===== config.mk =====
export PLATFORM = sky130hd
export DESIGN_NAME = run_length_tx
export DESIGN_NICKNAME = d
export VERILOG_FILES = /design/src/rtl/run_length_tx.sv
export SDC_FILE = /design/constraint.sdc
export NUM_CORES = 1
export LEC_CHECK = 0
export CORE_UTILIZATION = 55
export DETAILED_ROUTE_END_ITERATION = 8
export PLACE_DENSITY = 0.91
export SETUP_SLACK_MARGIN = 0.5
export SLEW_MARGIN = 20
export SYNTH_ARGS = -nofsm -noshare
export SYNTH_HDL_FRONTEND = slang
export SYNTH_SLANG_ARGS = --single-unit

===== constraint.sdc =====
create_clock -name clk -period 2.83 [get_ports clk]
set_input_delay 0.566 -clock clk [delete_from_list [all_inputs] [get_ports clk]]
set_output_delay 0.566 -clock clk [all_outputs]
set_load 0.01 [all_outputs]

===== src/rtl/run_length_tx.sv =====
// run_length_tx: serial run-length transmitter.
// Accepts (bit, length) run descriptors on a valid/ready handshake and emits
// them on w, one bit per clock, with back-to-back runs and no bubbles.
// Optional build macro RUN_LENGTH_TX_ZEXP_EN adds a predicted detector flag
// (z_exp) that is high on the 4th and later bits of a streak of equal bits.
module run_length_tx #(
  parameter int unsigned LEN_W = 4
) (
  input  logic             clk,
  input  logic             aclr,
  input  logic             in_valid,
  output logic             in_ready,
  input  logic             in_bit,
  input  logic [LEN_W-1:0] in_len,
  output logic             w,
  output logic             w_valid,
  output logic             last,
  output logic             busy,
  output logic             z_exp
);

  typedef enum logic {IDLE, SEND} state_t;

  state_t           state_q, state_d;
  logic             cur_bit_q, cur_bit_d;
  logic [LEN_W-1:0] cnt_q, cnt_d;
  logic             pend_bit_q, pend_bit_d;
  logic [LEN_W-1:0] pend_len_q, pend_len_d;
  logic             pend_v_q, pend_v_d;
  logic             accept;
  logic             acc_nz;

  // Ready depends only on the pending slot, never on in_valid
  assign in_ready = !pend_v_q;
  assign accept   = in_valid && in_ready;
  assign acc_nz   = accept && (in_len != '0);

  // Next-state: load runs, chain the pending slot, count down the current run
  always_comb begin
    state_d    = state_q;
    cur_bit_d  = cur_bit_q;
    cnt_d      = cnt_q;
    pend_bit_d = pend_bit_q;
    pend_len_d = pend_len_q;
    pend_v_d   = pend_v_q;
    case (state_q)
      IDLE: begin
        if (acc_nz) begin
          cur_bit_d = in_bit;
          cnt_d     = in_len;
          state_d   = SEND;
        end
      end
      SEND: begin
        if (cnt_q == LEN_W'(1)) begin
          if (pend_v_q) begin
            cur_bit_d = pend_bit_q;
            cnt_d     = pend_len_q;
            pend_v_d  = 1'b0;
          end else if (acc_nz) begin
            cur_bit_d = in_bit;
            cnt_d     = in_len;
          end else begin
            cnt_d   = '0;
            state_d = IDLE;
          end
        end else begin
          cnt_d = cnt_q - LEN_W'(1);
          if (acc_nz) begin
            pend_bit_d = in_bit;
            pend_len_d = in_len;
            pend_v_d   = 1'b1;
          end
        end
      end
      default: state_d = IDLE;
    endcase
  end

  // State and registered outputs, all derived from the next state
  always_ff @(posedge clk or posedge aclr) begin
    if (aclr) begin
      state_q    <= IDLE;
      cur_bit_q  <= 1'b0;
      cnt_q      <= '0;
      pend_bit_q <= 1'b0;
      pend_len_q <= '0;
      pend_v_q   <= 1'b0;
      w          <= 1'b0;
      w_valid    <= 1'b0;
      last       <= 1'b0;
      busy       <= 1'b0;
    end else begin
      state_q    <= state_d;
      cur_bit_q  <= cur_bit_d;
      cnt_q      <= cnt_d;
      pend_bit_q <= pend_bit_d;
      pend_len_q <= pend_len_d;
      pend_v_q   <= pend_v_d;
      w          <= cur_bit_d;
      w_valid    <= (state_d == SEND);
      last       <= (state_d == SEND) && (cnt_d == LEN_W'(1));
      busy       <= (state_d == SEND) || pend_v_d;
    end
  end

`ifdef RUN_LENGTH_TX_ZEXP_EN
  // Streak code 0..3 means 1..>=4 consecutive equal valid bits
  logic [1:0] streak_q, streak_d;
  logic       prev_q;
  logic       have_q;
  logic       z_d;

  // Streak update for the bit about to be presented on w
  always_comb begin
    streak_d = streak_q;
    z_d      = 1'b0;
    if (state_d == SEND) begin
      if (have_q && (cur_bit_d == prev_q)) begin
        streak_d = (streak_q == 2'd3) ? 2'd3 : streak_q + 2'd1;
      end else begin
        streak_d = 2'd0;
      end
      z_d = (streak_d == 2'd3);
    end
  end

  // Streak registers advance only on valid bits; idle cycles leave them alone
  always_ff @(posedge clk or posedge aclr) begin
    if (aclr) begin
      streak_q <= 2'd0;
      prev_q   <= 1'b0;
      have_q   <= 1'b0;
      z_exp    <= 1'b0;
    end else begin
      z_exp <= z_d;
      if (state_d == SEND) begin
        streak_q <= streak_d;
        prev_q   <= cur_bit_d;
        have_q   <= 1'b1;
      end
    end
  end
`else
  assign z_exp = 1'b0;
`endif

endmodule


After elaboration in Yosys (flattened, before gate mapping)
Cells that the tools add are included.
- equal/unequal tests: 3
- reduce and logical (&&, ||, !) cells: 7
- multiplexer cells: 16
- $add $sub $neg: 1
- bitwise gates (word level): 2
- operators by type and width (cell ; count):
    4-bit two-way mux ; 4
    1-bit two-way mux ; 9
    4-bit by 1-bit == test with 1-bit output (second input constant) ; 2
    4-bit case mux with 2 select lines ; 1
    1-bit case mux with 2 select lines ; 2
    4-bit nonzero test ; 1
    4-bit by 1-bit subtractor with 4-bit output (second input constant) ; 1
    1-bit logical AND ; 3
    3-bit AND reduction ; 1
    2-bit by 1-bit != test with 1-bit output (second input constant) ; 1
    1-bit NOT ; 2
    1-bit zero test ; 1
    1-bit logical OR ; 1
- output and inout port bits: 6
- word-level logic and storage cells: 37
- bits in registers: 14

Depth between registers and ports, before layout
- depth after elaboration: 9
- gate-level depth with buffers: 7
- gate-level depth less buffers: 7

Worst setup path after synthesis
Ideal clock, no wire load.
- kind: reg2reg
- start: reg cnt_q[1]
- end: reg last
- path slack: 1.003 ns
- stages on the path, launching flop included: 8
- required time: 2.735 ns
- data arrival time: 1.732 ns
- clock period less this slack: 1.827 ns
- cells stage by stage: dfrtp_1 > inv_1 > ha_1 > or3b_4 > and3_4 > nor4_4 > nand3_2 > nor4b_2
- word-level cells in the longest chain between the ends: 5
- RTL lines (item ; line ; text):
    start: declaration ; 26 ; logic [LEN_W-1:0] cnt_q, cnt_d;
    start signal: assignment ; 96 ; cnt_q <= cnt_d;
    4-bit by 1-bit == test with 1-bit output ; 55 ; if (cnt_q == LEN_W'(1)) begin
    4-bit two-way mux ; 55 ;
    4-bit case mux with 2 select lines ; 46 ; case (state_q)
    net cnt_d[0] ; 26 ;
    4-bit by 1-bit == test with 1-bit output ; 102 ; last <= (state_d == SEND) && (cnt_d == LEN_W'(1));
    1-bit logical AND ; 102 ;
    end signal: assignment ; 102 ;
    end: declaration ; 17 ; output logic last,
The timed path passes the listed nets, and every way through them passes these cells.
A chain may end at the register's enable or synchronous reset.

==> impl.org <==
** Run status
- The run finished with clean final reports.

** STA
- The count of endpoints failing hold in the final timing report came to 0.
- Fmax achieved :: 451.4 MHz
- Worst-margin pin slew :: 0.5623 ns
- Setup violations remaining at the end of the flow were counted as 0.
- Final sum of negative setup slack :: 0 ns
- On the final layout, the worst clock skew is 0.007788 ns.
- The max-slew violation count was 0.
- Final Worst Setup Slack :: 0.6148 ns
- Setup repair after global routing left no endpoint under its margin.
- The worst pin sits at a relative slew slack of 62.52%.
- Counting I/O delays and the setup requirement, the final critical path takes 2.215 ns.
- In the finished design, the share of the clock period the worst path needs comes to 78.28%.

** Setup path
- Traced cell by cell, the critical path runs through clkdlybuf4s50_1.
- Number of buffers and inverters on the critical path :: 1
- In this run the worst path has a maximum fanout of 20.
- The worst setup path is launched from a flip-flop.
- Crit. End Element :: primary output
- Signal arrival time at the worst endpoint :: 1.65 ns
- The critical path is of the flip-flop to primary output type.
- At the worst endpoint, the required time is 2.26 ns.
- CP max stage cell :: sky130_fd_sc_hd__dfrtp_1
- Kind of cell with the highest combined delay on the critical path :: flip-flops
- Largest stage delay, worst path :: 0.71 ns

** Clocking
- Clock Latency Late Sink :: 0.29 ns
- The tree is rooted in a sky130_fd_sc_hd__clkbuf_4.
- Setup fix buffers added after clock tree synthesis :: 0
- Sinks on Clock Net :: 14
- TritonCTS clock tree :: built
- TritonCTS created 3 clock buffers.
- Post-cts hold buffer count :: 0
- Post-CTS Resized :: 0
- Clock Path Buffers :: 2
- After clock tree synthesis, the clock-pin slew on the worst setup and hold paths is 0.09 ns.
- CTS built an H-tree with a depth of 1.

** Placement
- The congestion estimate from routability-driven global placement came to 0.9080.
- Buffers added on ports :: 12
- HPWL Detailed :: 1412 um
- Post-Place Worst Slack :: 0.3609 ns
- # placed instances :: 105

** Synth
- Cell variety after synth :: 38
- Share of flip-flops with an asynchronous set or reset :: 100.0%
- Top_reg_cell synth :: sky130_fd_sc_hd__dfrtp_1
- Sequential fraction of the synthesis area :: 41.79%
- The share of synthesized area in the top cell type comes to 41.79%.
- The number of nets handed over by synthesis was 93.
- The synthesized design contains 14 register bits.
- Number of synthesis warnings :: 0
- Top area cells in the synthesized netlist :: sky130_fd_sc_hd__dfrtp_1 42%, sky130_fd_sc_hd__mux2_2 6.7%, sky130_fd_sc_hd__nand2_1 4.5%
- Cell type with the highest aggregate area in the netlist :: sky130_fd_sc_hd__dfrtp_1
- The synthesized design contains 0 enable-type register cells.
- After synthesis, the mean cell area works out to 10.10 um2.
- Synthesized cell area :: 838.3 um2
- In the synthesized netlist, the number of instances is 83.

** Route
- Detailed-route vias per instance :: 6.431
- WL final :: 1911 um
- For this run, design rule violations remaining after detail routing come to 0.
- Count of routing violations after the opening detailed-route iteration :: 33
- 1st-pass router iterations :: 4
- After detailed routing, the average wire length per cell comes to 17.53 um.
- Post-detailed-route count of antenna-violating nets :: 0
- After detailed routing, the met2 layer carries 958 um of wire.
- Total via count after detailed routing :: 701
- Top Metal Used :: met4
- After detailed routing, the met3 layer carries 110 um of wire.
- After detailed routing, the wire length on met1 is 774 um.

** Flow run
- Max capacitance violation total :: 0

** Die
- For this design the top-level I/O count stands at 14.
- Total die area :: 0.001684 mm2
- Die height :: 41.04 um
- Once the floorplan was initialized, standard cells occupied 61.36% of the core.
- The region available for standard cell placement spans 0.001366 mm2.
- Total number of placement rows :: 13
- In this run the horizontal extent of the chip is 41.04 um.

** GRT
- Maximum number of pins on one net before global-route repair :: 21
- Global-route wire length before repair :: 3008 um
- For this run, the total global-route usage over all layers was measured as 28.77%.
- Number of antenna violations at the first check in global routing :: 0
- Summed over all layers, the global routing overflow is 0.
- Number of global-route vias before repair :: 687

** Finish
- Excluding fillers, the count of instances in the completed layout stands at 109.
- The number of antenna diodes in the final layout is 0.
- Layout cells sized above 1 :: 17.02%
- The final layout contains 105 nets.
- Area growth from synthesis to final layout :: 17.91%

** Power
- Leakage Power :: 0.4118 nW
- VDD IR max :: 677.2 uV
- Power per cell area :: 1083 mW/mm2

** Min path
- HP Class :: flip-flop to flip-flop
-- final timing paths --
kind / startpoint / endpoint / slack (ns) / cells past startpoint
hold reg to reg: pend_len_q[2] / pend_len_q[2] / 0.52 / 1
hold / removal: pend_len_q[2] / pend_len_q[2] / 0.52 / 1
max in group asynchronous: aclr / pend_len_q[2] / 1.88 / 2
setup reg to reg: cnt_q[1] / last / 0.74 / 7
min in group asynchronous: aclr / cur_bit_q / 0.60 / 2
setup / recovery: state_q / w_valid / 0.61 / 1
-- cell families (layout without fill, tap and decap cells) --
logic type,count (synthesis),after routing,share of synthesized area (%)
compound gates,21,21,18.21
fa+ha+maj,2,2,2.985
buf+inv,9,20,4.776
flops,14,14,41.79
mux,5,5,6.716
other cells,1,1,0.4473
simple gates,31,31,25.08
-- through the flow --
| step | cell area [um2] | hold WS (ns) | util (%) | power (W) |
|---|---|---|---|---|
| after detailed placement | 952.2 | 0.4982 | 69.69 | 0.0009084 |
| after global placement | 952.2 | 0.4886 | 69.69 | 0.0008750 |
| after floorplan | 838.3 | 0.4552 | - | 0.0007497 |
| after CTS | 988.4 | 0.5185 | 72.34 | 0.001063 |
| final | 988.4 | 0.5200 | 72.34 | 0.001070 |
| after global routing | 988.4 | 0.5228 | 72.34 | 0.001135 |
-- registers in the layout (all words and copies together) (netlist names) --
signal      cells
pend_bit_q      1
cnt_q           4
last            1
cur_bit_q       1
pend_len_q      4
pend_v_q        1
busy            1
state_q         1
-- power breakdown --
part	switching, W	internal [W]
Sequential	0.000115	0.000294
Clock	0.0000662	0.0000784
Combinational	0.000257	0.000260
-- area by class of cell --
| type | instances | area [um2] |
|---|---|---|
| multi-input cells | 60 | 447.9 |
| fillers | 93 | 377.9 |
| flip-flops and latches | 14 | 350.3 |
| repair buffers | 12 | 120.1 |
| clock buffers | 4 | 36.28 |
| well taps | 15 | 18.77 |
| inverters | 4 | 15.01 |
-- cells in the final DEF (no fill, tap or decap), types with 2 or more instances in the layout --
cell type,count
sky130_fd_sc_hd__dfrtp_1,14
sky130_fd_sc_hd__clkdlybuf4s50_1,12
sky130_fd_sc_hd__nand2_1,10
sky130_fd_sc_hd__mux2_2,5
sky130_fd_sc_hd__nand3_1,4
sky130_fd_sc_hd__a21oi_1,4
sky130_fd_sc_hd__inv_1,4
sky130_fd_sc_hd__nand2b_1,3
sky130_fd_sc_hd__a221oi_1,3
sky130_fd_sc_hd__clkbuf_4,3
sky130_fd_sc_hd__nor2_1,2
sky130_fd_sc_hd__o31ai_1,2
sky130_fd_sc_hd__o21ai_0,2
sky130_fd_sc_hd__ha_1,2
-- cells in the mapped netlist, types with 2 or more instances --
cell,number
sky130_fd_sc_hd__a21oi_1,4
sky130_fd_sc_hd__inv_1,4
sky130_fd_sc_hd__ha_1,2
sky130_fd_sc_hd__o31ai_1,2
sky130_fd_sc_hd__nand3_1,4
sky130_fd_sc_hd__dfrtp_1,14
sky130_fd_sc_hd__nand2_1,10
sky130_fd_sc_hd__a221oi_1,3
sky130_fd_sc_hd__nor2_1,2
sky130_fd_sc_hd__buf_2,2
sky130_fd_sc_hd__clkbuf_1,2
sky130_fd_sc_hd__mux2_2,5
sky130_fd_sc_hd__nand2b_1,3
sky130_fd_sc_hd__o21ai_0,2
-- per-layer routing --
| metal | track usage, % | vias to the layer above |
|---|---|---|
| li1 | - | 328 |
| met1 | 33.56 | 327 |
| met2 | 46.88 | 36 |
| met3 | 9.783 | 10 |
| met4 | 13.33 | 0 |
| met5 | 0 | - |
No activity file was read; power rests on OpenSTA's default activity.
